==> src/rtl/instr_fetch_unit.sv <==
// Multicycle front end: fetches instruction words into IR, strobes the opcode,
// then applies control-unit PC/RA commands until the instruction completes.
module instr_fetch_unit #(
    parameter int                ADDR_W      = 16,
    parameter int                INSTR_W     = 16,
    parameter int                OPCODE_W    = 4,
    parameter logic [ADDR_W-1:0] RESET_PC    = '0,
    parameter int                MEM_TIMEOUT = 15
) (
    input  logic                clk,
    input  logic                reset_n,
    output logic                mem_req,
    output logic [ADDR_W-1:0]   mem_addr,
    input  logic                mem_ack,
    input  logic [INSTR_W-1:0]  mem_rdata,
    output logic [OPCODE_W-1:0] A,
    output logic                op_valid,
    output logic [INSTR_W-1:0]  IR,
    input  logic                cycle_done,
    input  logic                writePC,
    input  logic                PCsrc,
    input  logic                ImRPC,
    input  logic [ADDR_W-1:0]   ImR,
    input  logic [ADDR_W-1:0]   branch_target,
    input  logic                writeRA,
    output logic [ADDR_W-1:0]   PC,
    output logic [ADDR_W-1:0]   RA,
    output logic                fault
);

    localparam int CNT_W = $clog2(MEM_TIMEOUT + 1);
    localparam logic [CNT_W-1:0] CNT_LAST = CNT_W'(MEM_TIMEOUT - 1);

    typedef enum logic [2:0] {
        S_IDLE,
        S_FETCH,
        S_DECODE,
        S_EXECUTE,
        S_FAULT
    } state_t;

    state_t              state_q, state_d;
    logic [ADDR_W-1:0]   pc_q, pc_d;
    logic [ADDR_W-1:0]   ra_q, ra_d;
    logic [INSTR_W-1:0]  ir_q, ir_d;
    logic [CNT_W-1:0]    cnt_q, cnt_d;

    always_ff @(posedge clk) begin
        if (!reset_n) begin
            state_q <= S_IDLE;
            pc_q    <= RESET_PC;
            ra_q    <= '0;
            ir_q    <= '0;
            cnt_q   <= '0;
        end else begin
            state_q <= state_d;
            pc_q    <= pc_d;
            ra_q    <= ra_d;
            ir_q    <= ir_d;
            cnt_q   <= cnt_d;
        end
    end

    always_comb begin
        state_d = state_q;
        pc_d    = pc_q;
        ra_d    = ra_q;
        ir_d    = ir_q;
        cnt_d   = cnt_q;
        unique case (state_q)
            S_IDLE: state_d = S_FETCH;
            S_FETCH: begin
                if (mem_ack) begin
                    ir_d    = mem_rdata;
                    pc_d    = pc_q + ADDR_W'(1);
                    cnt_d   = '0;
                    state_d = S_DECODE;
                end else if (cnt_q == CNT_LAST) begin
                    state_d = S_FAULT;
                end else begin
                    cnt_d = cnt_q + CNT_W'(1);
                end
            end
            S_DECODE: state_d = S_EXECUTE;
            S_EXECUTE: begin
                // RA captures the PC as it was before any same-cycle jump
                if (writeRA) ra_d = pc_q;
                if (writePC) begin
                    if (!PCsrc)     pc_d = pc_q + ADDR_W'(1);
                    else if (ImRPC) pc_d = ImR;
                    else            pc_d = branch_target;
                end
                if (cycle_done) state_d = S_FETCH;
            end
            S_FAULT: state_d = S_FAULT;
            default: state_d = S_IDLE;
        endcase
    end

    assign mem_req  = (state_q == S_FETCH);
    assign mem_addr = pc_q;
    assign op_valid = (state_q == S_DECODE);
    assign fault    = (state_q == S_FAULT);
    assign A        = ir_q[INSTR_W-1 -: OPCODE_W];
    assign IR       = ir_q;
    assign PC       = pc_q;
    assign RA       = ra_q;

endmodule

==> config.mk <==
export PLATFORM = sky130hd
export DESIGN_NAME = instr_fetch_unit
export DESIGN_NICKNAME = d
export VERILOG_FILES = /design/src/rtl/instr_fetch_unit.sv
export SDC_FILE = /design/constraint.sdc
export NUM_CORES = 1
export LEC_CHECK = 0
export ABC_AREA = 1
export ABC_CLOCK_PERIOD_IN_PS = 1310
export BUFFER_PORTS_ARGS = -buffer_cell sky130_fd_sc_hd__buf_2
export CAP_MARGIN = 30
export CORE_ASPECT_RATIO = 0.9
export CORE_MARGIN = 3
export CORE_UTILIZATION = 35
export CTS_CLUSTER_DIAMETER = 50
export DETAILED_ROUTE_END_ITERATION = 8
export SETUP_SLACK_MARGIN = 0.15
export SYNTH_ARGS = -nofsm -noshare
export SYNTH_HDL_FRONTEND = slang
export SYNTH_SLANG_ARGS = --single-unit
==> constraint.sdc <==
create_clock -name clk -period 1.31 [get_ports clk]
set_input_delay 0.131 -clock clk [delete_from_list [all_inputs] [get_ports clk]]
set_output_delay 0.131 -clock clk [all_outputs]
set_load 0.03 [all_outputs]
; ---- Word-level counts from Yosys, hierarchy flattened
; Index checks and enable logic that the tools add are counted.
[totals]
regBits = 55
latch_bits = 0
ramBits = 0
romBits = 0
wordCells = 35
mem_count = 0
[op_classes]
addsub = 2
multipliers = 0
n_div = 0
magnitude_cmp = 0
n_eq_ne = 10
shift = 0
mux = 11
bitwise_logic = 0
reduce_logical = 7
[ops]
columns = op, n
row1 = 2-to-1 mux 16 bit, 4
row2 = one-hot mux 16 bit (2 select lines), 1
row3 = adder 16 x 1 -> 16 bit (second input constant), 1
row4 = one-hot mux 3 bit (5 select lines), 1
row5 = 2-to-1 mux 3 bit, 3
row6 = 2-to-1 mux 4 bit, 2
row7 = AND reduction 2 bit, 4
row8 = equality test 3 x 2 -> 1 bit (second input constant), 2
row9 = != test 2 bit (second input constant), 3
row10 = adder 4 x 1 -> 4 bit (second input constant), 1
row11 = equality test 4 bit (second input constant), 1
row12 = equality test 3 x 1 -> 1 bit (second input constant), 1
row13 = equality test 3 bit (second input constant), 1
row14 = zero test 3 bit, 1
row15 = != test 3 x 1 -> 1 bit (second input constant), 1
row16 = AND reduction 3 bit, 1
row17 = != test 2 x 1 -> 1 bit (second input constant), 1
row18 = nonzero test 2 bit, 1

; ---- Depth between registers and ports, before layout
; Gate-level depths: netlist of the first run.
[logic_depth]
word_depth = 4
depth_mapped = 11

; ---- Worst setup path before layout of the first run
; OpenSTA, ideal clock, no wires.
[synth_timing]
path_kind = register -> register
from = register pc_q[1], in the netlist PC[1]
to = register pc_q[14], in the netlist PC[14]
t_arrival_ns = 1.448
required_ns = 1.175
slack_ns = -0.273
stages_incl_launch_ff = 9
path_buffers = 0
cell_sequence = dfxtp_1 > ha_1 > nand3_1 > nor2_1 > nand3_1 > nand2_1 > nand3_1 > nand2_1 > a21oi_2
[synth_between]
elab_chain_cells = 4
elab_cells_between_ends = 5
cone_classes = add/sub (1) / mux (4)
[synth_rtl]
columns = item, line
row1 = from (decl), 43  ; logic [ADDR_W-1:0] pc_q, pc_d;
row2 = from (signal assigned), 57  ; pc_q <= pc_d;
row3 = adder 16 x 1 -> 16 bit (*), "75, 89"
row4 = 2-to-1 mux 16 bit, 89  ; if (!PCsrc) pc_d = pc_q + ADDR_W'(1);
row5 = 2-to-1 mux 16 bit, 88  ; if (writePC) begin
row6 = one-hot mux 16 bit (2 select lines) (*), 70  ; unique case (state_q)
; Every way passes the cells marked *; elsewhere a longest branch is shown, timed or not. The select of a mux whose other input is x is not followed.
; A chain may end at the register's enable or synchronous reset.

; ---- Final worst setup path of the first run
[layout_timing]
from = register pc_q[0], in the netlist PC[0]
to = register pc_q[12], in the netlist PC[12]
; Same word-level chain as after synthesis.

==> results of run 1 <==
==> through the flow <==
stage | setup WS, ns | power [uW] | util, % | instance area (um^2)
after floorplan | 0.0420 | 2550 | - | 3080
after global placement | -0.0106 | 2850 | 47.0 | 3830
after detailed placement | -0.0438 | 2860 | 47.0 | 3830
after CTS | -0.0121 | 4240 | 53.3 | 4340
after global routing | -0.0977 | 4500 | 58.2 | 4740
final | -0.00242 | 4290 | 58.2 | 4740
==> cell usage in the layout (no fill, tap or decap), types with 2 or more instances in the layout <==
master,netlist,routed
dfxtp_4,0,14
clkbuf_4,0,3
nor2_4,0,4
nor3_4,0,2
a21oi_1,33,24
inv_1,30,25
inv_4,1,4
or2_0,3,3
inv_2,6,5
dfxtp_2,0,6
nor2_2,2,6
o211ai_1,2,2
inv_6,0,4
dfxtp_1,55,35
nand3_4,0,4
buf_6,2,24
nand4_1,2,2
buf_4,20,37
a21oi_2,6,15
o21ai_1,4,8
mux2i_1,2,2
o21ai_0,42,6
buf_12,1,5
buf_2,8,105
nor2_1,67,59
nand2_2,1,10
nand2_8,1,6
or2_2,2,2
nand2_1,81,69
clkbuf_8,0,5
nand3_2,1,13
nand2_4,2,3
xnor2_1,2,2
o21ai_2,0,32
xor2_1,2,2
nand3_1,42,26
==> what timing repair did <==
action	in CTS	in global routing
setup endpoints to repair	65	74
pin swaps	25	30
gates cloned	3	2
buffers inserted	8	9
resized for setup	98	84
==> state kept, by name (all words and copies together), names as in the netlist <==
signal,cells
cnt_q,4
IR,16
RA,16
PC,16
state_q,3
==> power by group through the flow <==
stage / sequential [uW] / combinational [uW] / clock, uW
2_1_floorplan: 2010 / 541 / 0
3_3_place_gp: 1850 / 996 / 0
3_5_place_dp: 1860 / 1010 / 0
4_1_cts: 1830 / 1190 / 1220
5_1_grt: 1840 / 1400 / 1260
6_report: 1830 / 1280 / 1170
==> routing by layer <==
metal / global-route usage [%] / vias to the layer above
met3: 3.50 / 12
met1: 25.5 / 1581
met4: 4.85 / 0
met2: 32.6 / 116
li1: - / 1689
met5: 0 / -
==> layout make-up <==
class | count | share of cell area (%)
clock inverter | 3 | 0.949
multi-input combinational | 306 | 40.4
clock buffer | 5 | 1.45
inverter | 37 | 3.51
tap | 99 | 2.61
timing repair buffer | 177 | 26.6
sequential | 55 | 24.5
==> worst min path at each step <==
stage / startpoint / end / slack, ns / cells after the start
after floorplan: reset_n / PC[0] / 0.26 / 2
after global placement: mem_rdata[15] / IR[15] / 0.37 / 3
after detailed placement: mem_rdata[1] / IR[1] / 0.37 / 3
after CTS: mem_rdata[1] / IR[1] / 0.04 / 3
after global routing: mem_rdata[5] / IR[5] / 0.04 / 3
final: mem_rdata[15] / IR[15] / 0.05 / 3
==> kinds of logic (layout without fill, tap and decap cells) <==
logic type	after synthesis	count (layout)	share of synthesized area, %
AO/OA/AOI/OAI	87	87	15.7
XOR/XNOR	4	4	1.19
adder cells (fa/ha/maj)	3	3	1.27
buffers and inverters	76	222	13.7
flip-flops	55	55	37.2
multiplexers	2	2	0.677
AND/OR/NAND/NOR	207	210	30.3
==> worst max-delay path: cells and delay by family (launching register included) <==
family	cells	cell delay (ns)
adders and majority gates	1	0.16
DFF	1	0.39
buffers and inverters	1	0.10
and+or+nand+nor	6	0.49
AOI/OAI and AO/OA	1	0.11
==> results.json, run 1 <==
{
  "rows": 31,
  "r2r_end": "PC[12]",
  "cp_common_cell": "nand2_2",
  "drtAntennaViolNets": 0,
  "cts_made_buffers": 5,
  "yosysWarningCount": 0,
  "gp_congestion": 0.813,
  "fin_tns_setup_ns": -0.00242,
  "multi_input_comb_area_um2": 1920,
  "ir_worst_vdd_mv": 0.520,
  "grt_usage_pct": 19.4,
  "leakage_uw": 0.00213,
  "drt_pass1_iterations": 4,
  "yosysTopAreaCellShare_pct": 37.2,
  "finalNonFillerCells": 682,
  "path_cells": "ha_4 > nand3_4 > inv_4 > nand2_8 > nor2_4 > nand2_2 > nand3_2 > nand2_2 > a21oi_2",
  "die_h_um": 93.2,
  "num_vias": 3398,
  "final-hold-violation-count": 0,
  "endpoint": "PC[12]",
  "cpMaxStageDelayCell": "dfxtp_4",
  "worst_pin_slew_ns": 0.337,
  "avgSynthCellArea_um2": 6.81,
  "dr_wl_met3_um": 570,
  "timing.slew.headroom_pct": 77.5,
  "syn_to_final_growth_pct": 60.5,
  "fill_cells": 763,
  "rsz0062_at_grt": "true",
  "cts_buffer_depth": 2,
  "syn_nets": 493,
  "diodes": 0,
  "crit_type": "flop to flop",
  "drv_slew": 0,
  "io_pins": 127,
  "regArea_um2": 1160,
  "fmax_ghz": 0.762,
  "placed_cells": 652,
  "violations": "setup timing",
  "drcViolationCount": 0,
  "p_int_uw": 2840,
  "synth_edf_count": 0,
  "finalSetupViolCount": 1,
  "synth_top_cell_by_area": "dfxtp_1",
  "synth-main-ff-cell": "dfxtp_1",
  "period_needed_ns": 1.31,
  "r2r_start": "PC[0]",
  "seqPwrFrac_pct": 42.7,
  "grt_pass1_wl_um": 15000,
  "fin_ws_ns": -0.00242,
  "viasPerCell": 4.98,
  "finalClockSkew_ns": 0.00453,
  "p_clk_share_pct": 27.3,
  "p_per_area_nw_per_um2": 903,
  "cts.clk_slew.worst_paths_ns": 0.10,
  "cap_violations": 0,
  "ys_top_cells_by_count": "nand2_1 (81), nor2_1 (67), dfxtp_1 (55), nand3_1 (42), o21ai_0 (42)",
  "power_switching_uw": 1450,
  "die_area_um2": 9590,
  "routed_wl_um": 9580,
  "yosysMostFrequentCell": "nand2_1",
  "cp_max_fo": 5,
  "period_share_pct": 100,
  "hpwl_um": 6650,
  "synth_async_sr_flop_share_pct": 0,
  "die_w_um": 103,
  "yosysSeqAreaShare_pct": 37.2,
  "cts.sinks": 55,
  "status": "finished with violations",
  "r2r_cells": 9,
  "grt_max_degree": 24,
  "drive_gt1_share_pct": 54.2,
  "pwr-share-comb_pct": 30.0,
  "met2WireLength_um": 4550,
  "ys_top_cells_by_area": "dfxtp_1 (37%), nand2_1 (10%), nor2_1 (8.5%), nand3_1 (7.1%), o21ai_0 (7.1%)",
  "start_util_pct": 36.3,
  "synthDistinctLibCells": 30,
  "wl_per_cell_um": 14.1,
  "crit_start": "PC[0]",
  "top_layer_used": "met4",
  "cts_hold_buffers": 0,
  "swShare_pct": 33.7,
  "worst_ep_required_time_ns": 1.55,
  "syn_inst": 434,
  "first_global_vias": 3219,
  "hold_ws_ns": 0.0499,
  "clockRootBuffer": "clkbuf_8",
  "port_buffers": 126,
  "cts_tree": "done",
  "nNetsFinal": 641,
  "clkLatencyLatePin_ns": 0.31,
  "initialDrtViolationCount": 122,
  "core_area_um2": 8150,
  "met1_length_um": 4330,
  "yosys_register_bits": 55,
  "regToRegSetupSlack_ns": -0.002,
  "cts_htree_levels": 2,
  "critPathArrivalTime_ns": 1.56,
  "startpoint_type": "flop",
  "endpoint_kind": "flop",
  "syn_area_um2": 2960,
  "hold_path.class": "primary input to flop",
  "grt-ovfl-total": 0,
  "critPathMaxStageDelay_ns": 0.39,
  "antenna_found_initial": 0
}
No activity file was read; power rests on OpenSTA's default activity.
==> run 2, diff against run 1 <==
--- a/config.mk
+++ b/config.mk
@@ -10,7 +10,6 @@
 export BUFFER_PORTS_ARGS = -buffer_cell sky130_fd_sc_hd__buf_2
 export CAP_MARGIN = 30
 export CORE_ASPECT_RATIO = 0.9
-export CORE_MARGIN = 3
 export CORE_UTILIZATION = 35
 export CTS_CLUSTER_DIAMETER = 50
 export DETAILED_ROUTE_END_ITERATION = 8
==> run 2 against run 1 <==
Effect of this change:
- the flow still finishes with violations (setup timing)
- hold slack worse by 0.024 ns
- non-clock buffer count is 13 higher
- flip-flop and latch count stayed put
- first-iteration DRC count is 19% higher
- via count is 0.26% lower
- critical endpoint is now fault
- largest power group unchanged
==> results.json, run 2 (synthesis results as in run 1) <==
{
  "status": "finished with violations",
  "violations": "setup timing",
  "utilization_pct": 58.4,
  "cts.sinks": 55,
  "hpwl_um": 6550,
  "cap_violations": 0,
  "ir_worst_vdd_mv": 0.471,
  "rows": 31,
  "cts_htree_levels": 2,
  "endpoint_kind": "output port",
  "p_per_area_nw_per_um2": 935,
  "period_share_pct": 109,
  "num_vias": 3389,
  "drive_gt1_share_pct": 51.5,
  "start_util_pct": 36.5,
  "viasPerCell": 4.89,
  "antenna_found_initial": 0,
  "startpoint_type": "flop",
  "place_area_um2": 3840,
  "fin_ws_ns": -0.122,
  "drcViolationCount": 0,
  "leakage_uw": 0.00220,
  "clockRootBuffer": "clkbuf_8",
  "die_h_um": 89.2,
  "diodes": 0,
  "first_global_vias": 3219,
  "cts_made_buffers": 5,
  "cp_max_fo": 3,
  "critPathArrivalTime_ns": 1.30,
  "worst_pin_slew_ns": 0.355,
  "place_ws_ns": -0.0368,
  "finalClockSkew_ns": 0.0221,
  "wl_per_cell_um": 14.1,
  "finalNonFillerCells": 693,
  "hold_depth": 3,
  "worst_ep_required_time_ns": 1.18,
  "syn_to_final_growth_pct": 60.1,
  "clkLatencyLatePin_ns": 0.33,
  "layout_commonest_cell": "buf_2",
  "fmax_ghz": 0.698,
  "drv_slew": 0,
  "rsz0062_at_grt": "true",
  "grt_usage_pct": 22.2,
  "grt-ovfl-total": 0,
  "die_area_um2": 8820,
  "final-hold-violation-count": 0,
  "hold_path.class": "primary input to flop",
  "io_pins": 127,
  "period_needed_ns": 1.43,
  "cts_buffer_depth": 2,
  "grt_pass1_wl_um": 15300,
  "die_w_um": 98.9,
  "finalSetupViolCount": 38,
  "crit_type": "flop to output port",
  "finalInstanceArea_um2": 4730,
  "core_area_um2": 8110,
  "cts.clk_slew.worst_paths_ns": 0.13,
  "r2r_cells": 8,
  "regToRegSetupSlack_ns": -0.11,
  "cts_hold_buffers": 0,
  "port_buffers": 126,
  "drtAntennaViolNets": 0,
  "nNetsFinal": 652,
  "grt_max_degree": 24,
  "initialDrtViolationCount": 145,
  "timing.slew.headroom_pct": 76.3,
  "cts_tree": "done",
  "routed_wl_um": 9750,
  "final_cell_mix": "buf_2 (104), nand2_1 (67), nor2_1 (59)",
  "placed_cells": 653,
  "drt_pass1_iterations": 4,
  "gp_congestion": 0.853
}
==> run 2: repair_timing <==
item	in CTS	in global routing
buffers inserted	18	10
pin swaps	12	24
gates cloned	4	0
gates resized for setup	108	51
setup endpoints to repair	66	78
endpoints found under the hold margin	0	0
==> run 2: cell type report <==
cell class / count / area [um^2]
Clock inverter: 3 / 26.3
Timing Repair Buffer: 190 / 1410
Multi-Input combinational cell: 304 / 1790
Inverter: 37 / 156
Clock buffer: 5 / 68.8
Fill cell: 752 / 3370
Sequential cell: 55 / 1160
Tap cell: 99 / 124
==> run 2: metrics by stage <==
step                      hold slack [ns]  setup TNS, ns  power (uW)
after floorplan                     0.259              0        2550
after global routing               0.0273          -4.75        4630
after CTS                          0.0227         -0.262        4270
after global placement              0.366        -0.0920        2850
final                              0.0255          -1.57        4430
after detailed placement            0.375         -0.290        2860
==> run 2: final timing paths <==
check	start	to
hold reg to reg	RA[7]	RA[7]
setup reg to reg	state_q[0]	cnt_q[1]
setup / recovery	state_q[0]	fault
hold / removal	mem_rdata[0]	IR[0]
==> run 2: routing by layer <==
layer	global-route usage, %	up-vias	part of all wire, %
met5	0	-	0
met4	6.11	0	1.5
met3	3.99	11	5.4
met2	39.4	108	47
met1	27.9	1558	46
li1	-	1712	-
==> run 2: critical path, stage by stage (launching register included) <==
cell,delay (ns)
dfxtp_4,0.38
buf_4,0.14
buf_12,0.12
nor3_4,0.16
buf_6,0.16
==> run 2: power breakdown <==
| group | switching [uW] | leakage [uW] | internal (uW) |
|---|---|---|---|
| Sequential | 76.7 | 0.000460 | 1750 |
| Clock | 682 | 0.0000510 | 401 |
| Combinational | 830 | 0.00169 | 685 |
| Total | 1590 | 0.00220 | 2840 |
==> run 3, diff against run 2 <==
--- a/config.mk
+++ b/config.mk
@@ -10,9 +10,10 @@
 export BUFFER_PORTS_ARGS = -buffer_cell sky130_fd_sc_hd__buf_2
 export CAP_MARGIN = 30
 export CORE_ASPECT_RATIO = 0.9
-export CORE_UTILIZATION = 35
+export CORE_UTILIZATION = 43
 export CTS_CLUSTER_DIAMETER = 50
 export DETAILED_ROUTE_END_ITERATION = 8
+export PLACE_DENSITY = 0.76
 export SETUP_SLACK_MARGIN = 0.15
 export SYNTH_ARGS = -nofsm -noshare
 export SYNTH_HDL_FRONTEND = slang
==> run 3 against run 2 <==
Effect of this change:
- the run still ends with setup timing left
- power decreased by 8.0%
- global-route usage increased by 2.7 points
- non-clock buffer count decreased by 23
- sequential power about the same
- die area shrank 18%
- first-iteration DRC count up 72%
- critical path depth grew 4
- design area shrank 5.8%
- critical endpoint is now PC[1]
- highest routed layer unchanged
==> results.json, run 3 (synthesis results as in run 1) <==
{
  "r2r_start": "state_q[2]",
  "gp_congestion": 0.852,
  "period_share_pct": 105,
  "critPathArrivalTime_ns": 1.58,
  "power_switching_uw": 1450,
  "first_global_vias": 2975,
  "seqPwrFrac_pct": 45.1,
  "fin_tns_setup_ns": -0.178,
  "port_buffers": 126,
  "hold_path.class": "primary input to flop",
  "cap_violations": 0,
  "worst_pin_slew_ns": 0.272,
  "start_util_pct": 44.7,
  "final_cell_mix": "buf_2 (110), nand2_1 (68), nor2_1 (58)",
  "viasPerCell": 5.11,
  "violations": "setup timing",
  "drv_slew": 0,
  "num_vias": 3386,
  "clockRootBuffer": "clkbuf_8",
  "nNetsFinal": 630,
  "path_cells": "inv_2 > nand3_4 > nor2_4 > buf_6 > buf_12 > nand3_1 > o211ai_1 > a21oi_1",
  "hold_depth": 3,
  "routed_wl_um": 9280,
  "grt_usage_pct": 24.9,
  "grt-ovfl-total": 0,
  "die_w_um": 89.4,
  "cp_max_fo": 8,
  "initialDrtViolationCount": 250,
  "drive_gt1_share_pct": 47.6,
  "rows": 28,
  "finalPower_uw": 4070,
  "cts_buffer_depth": 2,
  "multi_input_comb_area_um2": 1780,
  "p_clk_share_pct": 25.1,
  "grt_max_degree": 24,
  "r2r_cells": 8,
  "regToRegSetupSlack_ns": -0.06,
  "place_area_um2": 3770,
  "place_ws_ns": -0.0853,
  "finalClockSkew_ns": 0.0134,
  "fmax_ghz": 0.730,
  "finalSetupViolCount": 10,
  "die_area_um2": 7210,
  "cpMaxStageDelayCell": "dfxtp_2",
  "cts_hold_buffers": 0,
  "fill_cells": 542,
  "startpoint_type": "flop",
  "rsz0062_at_grt": "true",
  "p_per_area_nw_per_um2": 914,
  "clkLatencyLatePin_ns": 0.32,
  "diodes": 0,
  "die_h_um": 80.7,
  "r2r_end": "PC[1]",
  "grt_pass1_wl_um": 13800,
  "drt_pass1_iterations": 4,
  "hpwl_um": 6160,
  "final-hold-violation-count": 0,
  "worstHoldStart": "mem_rdata[15]",
  "fin_ws_ns": -0.0606,
  "ir_worst_vdd_mv": 0.530,
  "layout_commonest_cell": "buf_2",
  "cts_htree_levels": 2,
  "pwr-share-comb_pct": 29.7,
  "antenna_found_initial": 0,
  "period_needed_ns": 1.37,
  "drcViolationCount": 0,
  "holdPathEnd": "IR[15]",
  "io_pins": 127,
  "cts.sinks": 55,
  "cts.clk_slew.worst_paths_ns": 0.11,
  "drtAntennaViolNets": 0,
  "syn_to_final_growth_pct": 50.7,
  "swShare_pct": 35.6,
  "crit_type": "flop to flop",
  "regArea_um2": 1160,
  "status": "finished with violations",
  "cts_made_buffers": 5,
  "timing.slew.headroom_pct": 81.8,
  "worst_ep_required_time_ns": 1.52,
  "leakage_uw": 0.00206,
  "cts_tree": "done",
  "wl_per_cell_um": 14.0,
  "endpoint_kind": "flop",
  "p_int_uw": 2620,
  "critPathMaxStageDelay_ns": 0.34,
  "finalInstanceArea_um2": 4460,
  "core_area_um2": 6620
}
[run 3: changes by cell type in the layout (fill, tap and decap cells not counted), sizes merged]
cell and delta:
buf -24, clkinv +2, clkbuf +1, inv -2, nand2 +1
[run 3: power groups by stage]
stage | clock network (uW) | logic, uW | registers, uW
after floorplan | 0 | 541 | 2010
after global placement | 0 | 942 | 1860
after detailed placement | 0 | 957 | 1870
after CTS | 1040 | 1080 | 1830
after global routing | 1120 | 1310 | 1850
final | 1020 | 1210 | 1840
[run 3: per-stage QoR]
step / util, % / hold WS (ns) / instances
finish: 67.3 / 0.0307 / 662
global placement: 57.0 / 0.365 / 637
global route: 67.3 / 0.0340 / 662
detailed placement: 57.0 / 0.372 / 637
CTS: 62.6 / 0.0306 / 654
floorplan: - / 0.259 / 434
[run 3: what timing repair did]
action | 4_1_cts | 5_1_grt
gates cloned | 3 | 0
pin swaps | 25 | 15
gates resized for setup | 61 | 85
endpoints found under the setup margin | 58 | 72
setup buffers | 6 | 8
[run 3: routing by layer]
| metal | global-route usage [%] | vias to the layer above | wire length [um] |
|---|---|---|---|
| met5 | 0 | - | 0 |
| met4 | 8.57 | 0 | 156 |
| met3 | 4.73 | 20 | 632 |
| met2 | 42.6 | 144 | 4530 |
| met1 | 31.0 | 1556 | 3960 |
| li1 | - | 1666 | - |
[run 3: critical path, delay by kind of cell (launching register included)]
kind                   cells  cell delay, ns
and+or+nand+nor            3            0.36
buffers and inverters      3            0.33
AOI/OAI and AO/OA          2            0.24
DFF                        1            0.34
[run 3: area by class of cell]
type	instances	area share [%]
Sequential cell	55	26.1
Timing Repair Buffer	167	25.4
Multi-Input combinational cell	305	40.0
Inverter	37	3.73
Clock inverter	3	0.590
Clock buffer	5	1.54
Tap cell	90	2.53
[run 3: worst max-delay path by stage]
| stage | from | end | slack [ns] | depth (start not counted) |
|---|---|---|---|---|
| after floorplan | PC[1] | PC[8] | 0.04 | 8 |
| after global placement | state_q[1] | PC[8] | -0.02 | 7 |
| after detailed placement | state_q[1] | PC[8] | -0.09 | 7 |
| after CTS | state_q[2] | fault | -0.009 | 4 |
| after global routing | state_q[2] | PC[1] | -0.14 | 8 |
| final | state_q[2] | PC[1] | -0.06 | 8 |
